**config.mk**
```make
export PLATFORM = sky130hd
export DESIGN_NAME = imm_gen_pipe
export DESIGN_NICKNAME = d
export VERILOG_FILES = /design/src/rtl/imm_gen_pipe.sv
export SDC_FILE = /design/constraint.sdc
export NUM_CORES = 1
export LEC_CHECK = 0
export ABC_CLOCK_PERIOD_IN_PS = 2450
export CORE_UTILIZATION = 51
export CTS_BUF_LIST = sky130_fd_sc_hd__clkbuf_16
export CTS_CLUSTER_SIZE = 40
export DETAILED_ROUTE_END_ITERATION = 10
export HOLD_SLACK_MARGIN = 0.1
export PLACE_DENSITY_LB_ADDON = 0.1
export RECOVER_POWER = 25
export REMOVE_ABC_BUFFERS = 1
export SLEW_MARGIN = 25
export SYNTH_ARGS = -nofsm -noshare
export SYNTH_HDL_FRONTEND = slang
export SYNTH_SLANG_ARGS = --single-unit
```
**constraint.sdc**
```tcl
create_clock -name clk_in -period 2.45 [get_ports clk_in]
set_clock_uncertainty 0.2 [all_clocks]
set_input_delay 0.49 -clock clk_in [delete_from_list [all_inputs] [get_ports clk_in]]
set_output_delay 0.49 -clock clk_in [all_outputs]
set_load 0.005 [all_outputs]
```
**src/rtl/imm_gen_pipe.sv**
```systemverilog
// RISC-V immediate generator: decodes the immediate at the input, then passes it
// through a one-deep output register fronted by a skid entry so ready_out stays registered.
module imm_gen_pipe #(
    parameter int XLEN      = 32,
    parameter int TAG_W     = 5,
    parameter int ERR_CNT_W = 8
) (
    input  logic                 clk_in,
    input  logic                 rst_n_in,
    input  logic [31:0]          instruction_in,
    input  logic [2:0]           imm_select_in,
    input  logic [TAG_W-1:0]     tag_in,
    input  logic                 valid_in,
    output logic                 ready_out,
    input  logic                 flush_in,
    output logic [XLEN-1:0]      imm_out,
    output logic [2:0]           imm_type_out,
    output logic [TAG_W-1:0]     tag_out,
    output logic                 illegal_out,
    output logic                 valid_out,
    input  logic                 ready_in,
    output logic [ERR_CNT_W-1:0] err_count_out
);
    localparam logic [2:0] SEL_ILLEGAL = 3'b111;
    localparam int         PAY_W       = XLEN + 3 + TAG_W + 1;

    logic [XLEN-1:0]      imm_dec;
    logic [XLEN-1:0]      sh_imm;
    logic                 illegal_dec;
    logic [PAY_W-1:0]     in_pay;

    logic                 main_valid_q, main_valid_d;
    logic [PAY_W-1:0]     main_pay_q, main_pay_d;
    logic                 skid_valid_q, skid_valid_d;
    logic [PAY_W-1:0]     skid_pay_q, skid_pay_d;
    logic [ERR_CNT_W-1:0] err_cnt_q, err_cnt_d;

    logic                 up_xfer;
    logic                 down_xfer;

    // Shift amounts are 6 bits wide only on RV64.
    generate
        if (XLEN == 64) begin : g_sh64
            assign sh_imm = XLEN'(instruction_in[25:20]);
        end else begin : g_sh32
            assign sh_imm = XLEN'(instruction_in[24:20]);
        end
    endgenerate

    always_comb begin
        imm_dec     = '0;
        illegal_dec = 1'b0;
        case (imm_select_in)
            3'b000: imm_dec = XLEN'($signed(instruction_in[31:20]));
            3'b001: imm_dec = XLEN'($signed({instruction_in[31:25], instruction_in[11:7]}));
            3'b010: imm_dec = XLEN'($signed({instruction_in[31], instruction_in[7],
                                              instruction_in[30:25], instruction_in[11:8], 1'b0}));
            3'b011: imm_dec = XLEN'($signed({instruction_in[31], instruction_in[19:12],
                                              instruction_in[20], instruction_in[30:21], 1'b0}));
            3'b100: imm_dec = XLEN'($signed({instruction_in[31:12], 12'b0}));
            3'b101: imm_dec = XLEN'(instruction_in[19:15]);
            3'b110: imm_dec = sh_imm;
            default: begin
                imm_dec     = '0;
                illegal_dec = 1'b1;
            end
        endcase
    end

    assign in_pay    = {imm_dec, imm_select_in, tag_in, illegal_dec};
    assign ready_out = ~skid_valid_q;
    assign up_xfer   = valid_in & ~skid_valid_q;
    assign down_xfer = main_valid_q & ready_in;

    // The skid entry is only filled while it is empty, so it never competes with an input.
    always_comb begin
        main_valid_d = main_valid_q;
        main_pay_d   = main_pay_q;
        skid_valid_d = skid_valid_q;
        skid_pay_d   = skid_pay_q;
        if (flush_in) begin
            main_valid_d = 1'b0;
            skid_valid_d = 1'b0;
        end else if (skid_valid_q) begin
            if (down_xfer) begin
                main_pay_d   = skid_pay_q;
                skid_valid_d = 1'b0;
            end
        end else if (up_xfer) begin
            if (!main_valid_q || down_xfer) begin
                main_pay_d   = in_pay;
                main_valid_d = 1'b1;
            end else begin
                skid_pay_d   = in_pay;
                skid_valid_d = 1'b1;
            end
        end else if (down_xfer) begin
            main_valid_d = 1'b0;
        end
    end

    // Illegal selects are counted on acceptance, even when a flush discards the item.
    always_comb begin
        err_cnt_d = err_cnt_q;
        if (up_xfer && imm_select_in == SEL_ILLEGAL && err_cnt_q != '1) begin
            err_cnt_d = err_cnt_q + ERR_CNT_W'(1);
        end
    end

    always_ff @(posedge clk_in or negedge rst_n_in) begin
        if (!rst_n_in) begin
            main_valid_q <= 1'b0;
            main_pay_q   <= '0;
            skid_valid_q <= 1'b0;
            skid_pay_q   <= '0;
            err_cnt_q    <= '0;
        end else begin
            main_valid_q <= main_valid_d;
            main_pay_q   <= main_pay_d;
            skid_valid_q <= skid_valid_d;
            skid_pay_q   <= skid_pay_d;
            err_cnt_q    <= err_cnt_d;
        end
    end

    assign {imm_out, imm_type_out, tag_out, illegal_out} = main_pay_q;
    assign valid_out     = main_valid_q;
    assign err_count_out = err_cnt_q;
endmodule

```
==> results of run 1 <==
timing repair:
item | in CTS | in global routing
setup buffers | 0 | 0
hold endpoints to repair | 37 | 0
hold buffers | 1 | 0
how the worst max path moves through the flow:
stage | slack [ns] | start | to | depth (start not counted)
after floorplan | -0.81 | skid_valid_q | skid_pay_q[21] | 3
after global placement | -0.14 | imm_select_in[2] | main_pay_q[30] | 5
after detailed placement | -0.20 | imm_select_in[2] | main_pay_q[36] | 5
after CTS | 0.09 | skid_valid_q | ready_out | 2
after global routing | 0.05 | skid_valid_q | ready_out | 2
final | 0.11 | skid_valid_q | ready_out | 2
power by group through the flow:
| stage | registers, mW | clock network, mW | logic, mW |
|---|---|---|---|
| after floorplan | 2.03 | 0 | 0.422 |
| after global placement | 2.04 | 0 | 0.994 |
| after detailed placement | 2.05 | 0 | 1.02 |
| after CTS | 2.03 | 1.42 | 1.03 |
| after global routing | 2.07 | 1.49 | 1.12 |
| final | 2.03 | 1.40 | 1.01 |
placed cells by master, fill, tap and decap left out, drive strengths merged, types with 2 or more instances in the layout:
master and count:
a211oi 3, a21oi 39, a22oi 4, a31oi 2, and3 2, buf 19
clkbuf 12, clkdlybuf4s50 85, clkinvlp 3, dfrtp 92, dlygate4sd3 3, inv 5
mux2 18, mux2i 15, nand2 112, nand2b 5, nand3 27, nand3b 14
nand4 2, nor2 14, nor2b 6, nor3 3, nor3b 7, o211ai 13
o21ai 54, xor2 3
worst register-to-register path, stage by stage, from the launching register on:
cell and delay (ns):
dfrtp_2 0.53, nand2b_4 0.23, or3_2 0.49, buf_12 0.21, nand2_1 0.12, o21ai_0 0.08
metal layers:
layer / routed length [µm] / vias to the layer above / GRT usage (%)
met5: 0 / - / 0
met4: 125 / 0 / 6.89
li1: - / 1847 / -
met2: 5180 / 86 / 39.9
met1: 5170 / 1829 / 33.7
met3: 377 / 10 / 4.48
cell families after synthesis:
group,share of synthesized area [%]
buffers and inverters,4.08
XOR/XNOR,0.767
adder cells (fa/ha/maj),0.274
AO/OA/AOI/OAI,15.9
multiplexers,7.97
AND/OR/NAND/NOR,20.6
flip-flops,50.4
sequential cells by signal (all words and copies together), names as in the netlist:
name	cells
skid_valid_q	1
valid_out	1
skid_pay_q	41
err_count_out	8
main_pay_q	41
area by class of cell:
cell class	instances	share of cell area (%)
Clock buffer	9	3.82
Timing Repair Buffer	110	18.2
Tap cell	108	2.29
Sequential cell	92	39.0
Multi-Input combinational cell	354	35.3
Inverter	2	0.127
Clock inverter	7	1.25
cells in the mapped netlist (7+ instances only):
master / number / area [µm²]
mux2_2: 15 / 169
o21ai_0: 41 / 205
buf_2: 7 / 35.0
nand2_1: 111 / 417
o21ai_1: 13 / 65.1
o211ai_2: 10 / 125
nand3_1: 27 / 135
nor2_1: 14 / 52.6
clkbuf_1: 21 / 78.8
nand3b_1: 14 / 105
mux2i_1: 15 / 150
dfrtp_1: 92 / 2300
a21oi_1: 39 / 195
==> out/qor.yml, run 1 <==
multi_input_area_um2: 2080
relSlewSlack_pct: 26.8
coreArea_um2: 8680
r2r_slack_ns: 0.47
cap_violations: 0
ys_types: 46
path_clk_slew_ns: 0.07
synth-seq-cells: 92
placedCellCount: 665
via_count: 3772
whs_ns: 0.276
port_buffers: 88
report.final.slew_viol_count: 0
switching_power_mw: 1.24
intPower_mw: 3.20
holdPathStages: 2
worstPathCellList: "inv_1 -> clkdlybuf4s50_1"
area_growth_pct: 29.2
layout.nets: 615
period_needed_ns: 2.34
place_congestion: 0.841
wl_mm: 10.9
antennaDiodeCount: 0
ant_nets: 0
syn_area_per_cell_um2: 9.44
min_from: "main_pay_q[1]"
worstSkewPairLatency_ns: 0.34
finalHoldViolCount: 0
routedWlPerCell_um: 15.9
cts-root-buf: "clkbuf_16"
layout_setup_ws_ns: 0.106
async_reset_ff_share_pct: 100
setup_viol: 0
cp_max_fo: 17
numCtsBuffers: 9
max_stage_delay_ns: 0.54
cp.required_ns: 1.76
cts_tree: "done"
seqPwrFrac_pct: 45.6
period_share_pct: 95.7
pre_cts_ws_ns: -0.198
num_rows: 34
tightestPinTransition_ns: 1.10
cp.arrival_ns: 1.65
cts_sinks: 92
ir_worst_vdd_mv: 0.379
die_area_um2: 9340
grt_max_degree: 65
vias_per_cell: 5.53
utilization_pct: 68.0
drtIter0Drc: 167
p_sw_share_pct: 28.0
start_util_pct: 52.6
grt.overflow.total: 0
syn_area_um2: 4570
p_total_mw: 4.44
tns_ns: 0
htreeDepth: 3
power_density_nw_per_um2: 753
antenna_found_initial: 0
regToRegStartpoint: "skid_valid_q"
dp_hpwl_mm: 7.22
whs_endpoint: "main_pay_q[1]"
ioPinCount: 96
start_kind: "flop"
status: "finished, final reports clean"
track_usage_pct: 24.5
cts_resized: 0
worstReg2RegEnd: "skid_pay_q[38]"
r2r_cells: 5
yosysWarnings: 0
grt_pass1_wl_mm: 18.5
fillers: 709
max_freq_mhz: 427
power_frac_comb_pct: 22.8
p_clk_share_pct: 31.6
syn-instance-count: 484
synth_ff_type: "dfrtp_1"
worst_path_max_delay_cell: "clkdlybuf4s50_1"
p_leak_nw: 2.55
synth_edf_count: 0
cts_max_path_buffers: 2
final_cells: 682
drtPass1Iterations: 4
rsz0062_at_grt: "false"
grt_pass1_vias: 3733
drive_above_1_share_pct: 12.4
die_w_um: 96.6
design_area_um2: 5900
fp.dieH_um: 96.6
hold_path.class: "flop to flop"
cp-end-kind: "output port"
critPathBufInv: 2
path_class: "flop to output port"
critPathTopFamily: "buffers and inverters"
place_area_um2: 5600
route.detailed.drc: 0
register_area_um2: 2300
ys_seq_area_share_pct: 50.4
Note: power is estimated with default switching activity, not from simulation.
==> inputs of run 2 (changes only) <==
--- a/config.mk
+++ b/config.mk
@@ -16,3 +16,2 @@
 export REMOVE_ABC_BUFFERS = 1
-export SLEW_MARGIN = 25
 export SYNTH_ARGS = -nofsm -noshare
--- a/constraint.sdc
+++ b/constraint.sdc
@@ -4,2 +4,2 @@
 set_output_delay 0.49 -clock clk_in [all_outputs]
-set_load 0.005 [all_outputs]
+set_load 0.02 [all_outputs]
==> run 2 against run 1 <==
  * Combinational power increased by 21%
  * Die area unchanged
  * Core utilization increased by 0.072 points
  * Final cell count increased by 0.15%
  * Critical endpoint unchanged
  * Largest power group unchanged
  * Highest routed layer unchanged
==> out/qor.yml, run 2 (same netlist as run 1, synthesis figures left out) <==
die_area_um2: 9340
cts_tree: "done"
cts_sinks: 92
path_class: "flop to output port"
regToRegStartpoint: "skid_valid_q"
worstPathCellList: "inv_1 -> clkdlybuf4s50_1"
period_needed_ns: 2.29
ir_worst_vdd_mv: 0.466
cp.required_ns: 1.76
pre_cts_ws_ns: -0.203
via_count: 3786
layout_setup_ws_ns: 0.162
use_met2_pct: 38.8
cap_violations: 0
worst_path_max_delay_cell: "clkdlybuf4s50_1"
numCtsBuffers: 9
p_total_mw: 4.62
utilization_pct: 68.1
routedWlPerCell_um: 15.9
setup_viol: 0
relSlewSlack_pct: 29.5
min_from: "skid_pay_q[7]"
tightestPinTransition_ns: 1.06
area_growth_pct: 29.3
cts_setup_buffers: 0
htreeDepth: 3
ioPinCount: 96
track_usage_pct: 24.8
report.final.slew_viol_count: 0
period_share_pct: 93.4
grt_max_degree: 65
power_density_nw_per_um2: 782
cp_max_fo: 4
p_leak_nw: 2.56
route.detailed.drc: 0
grt_pass1_wl_mm: 18.7
r2r_slack_ns: 0.42
max_stage_delay_ns: 0.65
cp-end-kind: "output port"
grt.overflow.total: 0
cts_resized: 0
start_kind: "flop"
dp_hpwl_mm: 7.27
rsz0062_at_grt: "false"
layout_common_cells: "nand2_1 (111), dfrtp_1 (91), clkdlybuf4s50_1 (85)"
hold_path.class: "flop to flop"
antenna_found_initial: 0
ant_nets: 0
port_buffers: 88
vias_per_cell: 5.54
worstSkewPairLatency_ns: 0.33
cts_max_path_buffers: 2
grtUsageMet3_pct: 4.26
drtIter0Drc: 154
place_congestion: 0.837
drive_above_1_share_pct: 12.5
crit_start: "skid_valid_q"
path_clk_slew_ns: 0.06
num_rows: 34
grt_util_met1_pct: 36.3
status: "finished, final reports clean"
cp.arrival_ns: 1.60
fp.dieH_um: 96.6
grt_busiest_layer: "met2"
finalHoldViolCount: 0
drtPass1Iterations: 4
cts-root-buf: "clkbuf_16"
coreArea_um2: 8680
grt_pass1_vias: 3718
die_w_um: 96.6
layout.nets: 616
max_freq_mhz: 437
antennaDiodeCount: 0
wl_mm: 10.8
final_common_cell: "nand2_1"
start_util_pct: 52.6
-- run 2: worst max-delay path, delay by kind of cell (launching register included) --
kind | cells | cell delay [ns]
flip-flops | 1 | 0.42
buffers and inverters | 2 | 0.86
-- run 2: per-layer routing --
metal  wire, µm  up-vias  share of wire, %
met2       5100      106                47
met4         87        0              0.80
met5          0        -                 0
met3        522       10               4.8
li1           -     1854                 -
met1       5120     1816                47
-- run 2: final timing paths --
| check | to | depth (start not counted) |
|---|---|---|
| max | ready_out | 2 |
| min | skid_pay_q[7] | 2 |
| max reg2reg | skid_pay_q[36] | 6 |
| min reg2reg | skid_pay_q[7] | 2 |
| max in group asynchronous | valid_out | 3 |
| min in group asynchronous | skid_pay_q[5] | 2 |
-- run 2: power by group --
part / internal [mW] / switching, mW / leakage [nW]
clock network: 0.794 / 0.589 / 0.144
registers: 1.83 / 0.195 / 1.19
logic: 0.586 / 0.632 / 1.23
-- run 2: per-stage QoR --
| stage | cells | setup TNS [ns] | instance area [µm²] | hold slack (ns) |
|---|---|---|---|---|
| global route | 683 | 0 | 5910 | 0.297 |
| CTS | 683 | 0 | 5920 | 0.278 |
| floorplan | 448 | -54.74 | 4390 | -0.00559 |
| finish | 683 | 0 | 5910 | 0.273 |
| detailed placement | 666 | -2.48 | 5610 | 0.262 |
| global placement | 666 | -1.45 | 5610 | 0.257 |
-- run 2: area by class of cell --
cell class,instances,area [µm²]
clock buffers,9,225
multi-input cells,354,2080
well taps,108,135
inverters,2,7.51
fillers,716,2770
repair buffers,111,1080
flip-flops and latches,92,2300
clock inverters,7,72.6
-- run 2: timing repair --
| item | 4_1_cts | 5_1_grt |
|---|---|---|
| hold endpoints to repair | 37 | 0 |
| endpoints found under the setup margin | 0 | 0 |
| hold buffers | 1 | 0 |
==> inputs of run 3 (changes only) <==
Settings changed: CORE_ASPECT_RATIO set to 0.6, CTS_CLUSTER_SIZE 40 to 14.
==> run 3 against run 2 <==
  * Sequential share of layout area shrank 0.26 points
  * Clock-buffer cell count is the same
  * Non-clock buffer count grew 3
  * Maximum frequency shrank 5.0%
  * Total power shrank 0.17%
  * Global-route usage grew 1.6 points
  * Via count grew 1.9%
  * Largest power group unchanged
==> out/qor.yml, run 3 (same netlist as run 1, synthesis figures left out) <==
routedWlPerCell_um: 16.4
grt_max_degree: 59
critPathBufInv: 2
period_needed_ns: 2.41
use_met2_pct: 40.6
cts-root-buf: "clkbuf_16"
fillers: 666
cp_max_fo: 7
relSlewSlack_pct: 31.7
track_usage_pct: 26.4
max_freq_mhz: 415
num_rows: 26
grt_busiest_layer: "met2"
port_buffers: 88
area_growth_pct: 30.2
grt_util_met1_pct: 36.8
ir_worst_vdd_mv: 0.580
die_w_um: 124
drtPass1Iterations: 4
vias_per_cell: 5.59
start_util_pct: 53.2
hold_path.class: "flop to flop"
worstSkewPairLatency_ns: 0.34
ant_nets: 0
antennaDiodeCount: 0
finalHoldViolCount: 0
setup_viol: 0
pre_cts_ws_ns: -0.173
drtIter0Drc: 287
multi_input_area_um2: 2080
path_clk_slew_ns: 0.06
cp-end-kind: "output port"
layout_setup_ws_ns: 0.0426
wl_mm: 11.3
tightestPinTransition_ns: 1.02
grt_pass1_vias: 3781
power_density_nw_per_um2: 776
utilization_pct: 69.2
route.detailed.drc: 0
place_congestion: 0.825
fp.dieH_um: 75.3
start_kind: "flop"
htreeDepth: 3
whs_ns: 0.275
max_stage_delay_ns: 0.67
cp.required_ns: 1.76
rsz0062_at_grt: "false"
antenna_found_initial: 0
grt.overflow.total: 0
p_leak_nw: 2.59
cp.arrival_ns: 1.72
dp_hpwl_mm: 7.54
worst_path_max_delay_cell: "clkdlybuf4s50_1"
drive_above_1_share_pct: 12.8
status: "finished, final reports clean"
register_area_um2: 2300
cts_tree: "done"
grtUsageMet3_pct: 6.96
ioPinCount: 96
critPathTopFamily: "buffers and inverters"
path_class: "flop to output port"
via_count: 3857
cap_violations: 0
layout.nets: 619
final_common_cell: "nand2_1"
worstPathCellList: "inv_1 -> clkdlybuf4s50_1"
period_share_pct: 98.3
numCtsBuffers: 9
layout_common_cells: "nand2_1 (111), dfrtp_1 (91), clkdlybuf4s50_1 (85)"
die_area_um2: 9350
coreArea_um2: 8590
tns_ns: 0
report.final.slew_viol_count: 0
cts_max_path_buffers: 2
grt_pass1_wl_mm: 18.4
cts_sinks: 92
[run 3: cell types whose count changed in the layout (fill, tap and decap cells not counted), moves of 2 or more]
| cell | previous run | this run |
|---|---|---|
| clkinv_2 | 1 | 4 |
| buf_12 | 3 | 5 |
| inv_6 | 2 | 0 |
| buf_4 | 17 | 19 |
[run 3: worst reg2reg max path, cell delays in order, from the launching register on]
cell and delay (ns):
dfrtp_2 0.45, nand2b_4 0.19, or3_2 0.54, buf_12 0.20, nand2_1 0.09, o21ai_0 0.09
[run 3: through the flow]
stage          instance area (µm²)  std cells  power [mW]
3_3_place_gp                  5660        673        3.23
6_report                      5950        690        4.61
2_1_floorplan                 4390        448        2.64
4_1_cts                       5950        690        4.65
3_5_place_dp                  5660        673        3.29
5_1_grt                       5950        690        4.87
[run 3: path summary, 6_finish.rpt]
kind	endpoint	cells past startpoint	slack [ns]	from
min in group asynchronous	main_pay_q[1]	2	0.66	rst_n_in
worst min-delay path	skid_pay_q[16]	2	0.27	skid_pay_q[16]
worst min register to register	skid_pay_q[16]	2	0.27	skid_pay_q[16]
worst max-delay path	ready_out	2	0.04	skid_valid_q
worst max register to register	skid_pay_q[26]	5	0.57	skid_valid_q
max in group asynchronous	main_pay_q[33]	3	0.50	rst_n_in
[run 3: cell type report]
cell class,count,area share [%]
clock buffers,9,3.79
clock inverters,7,0.968
inverters,2,0.126
multi-input cells,354,35.0
flip-flops and latches,92,38.7
well taps,112,2.36
repair buffers,114,19.0
[run 3: what timing repair did]
item                       CTS  global route
hold endpoints to repair    36             0
setup endpoints to repair    0             0
resized for setup            0             0
setup buffers                0             0
hold buffers                 1             0
[run 3: power by group]
| part | switching, mW | internal [mW] | total (mW) |
|---|---|---|---|
| Sequential | 0.201 | 1.83 | 2.03 |
| Clock | 0.575 | 0.776 | 1.35 |
| Combinational | 0.643 | 0.593 | 1.24 |
[run 3: per-layer routing]
| metal | wire length [µm] | share of wire, % |
|---|---|---|
| met5 | 0 | 0 |
| met4 | 144 | 1.3 |
| met3 | 747 | 6.6 |
| met2 | 5200 | 46 |
| met1 | 5250 | 46 |
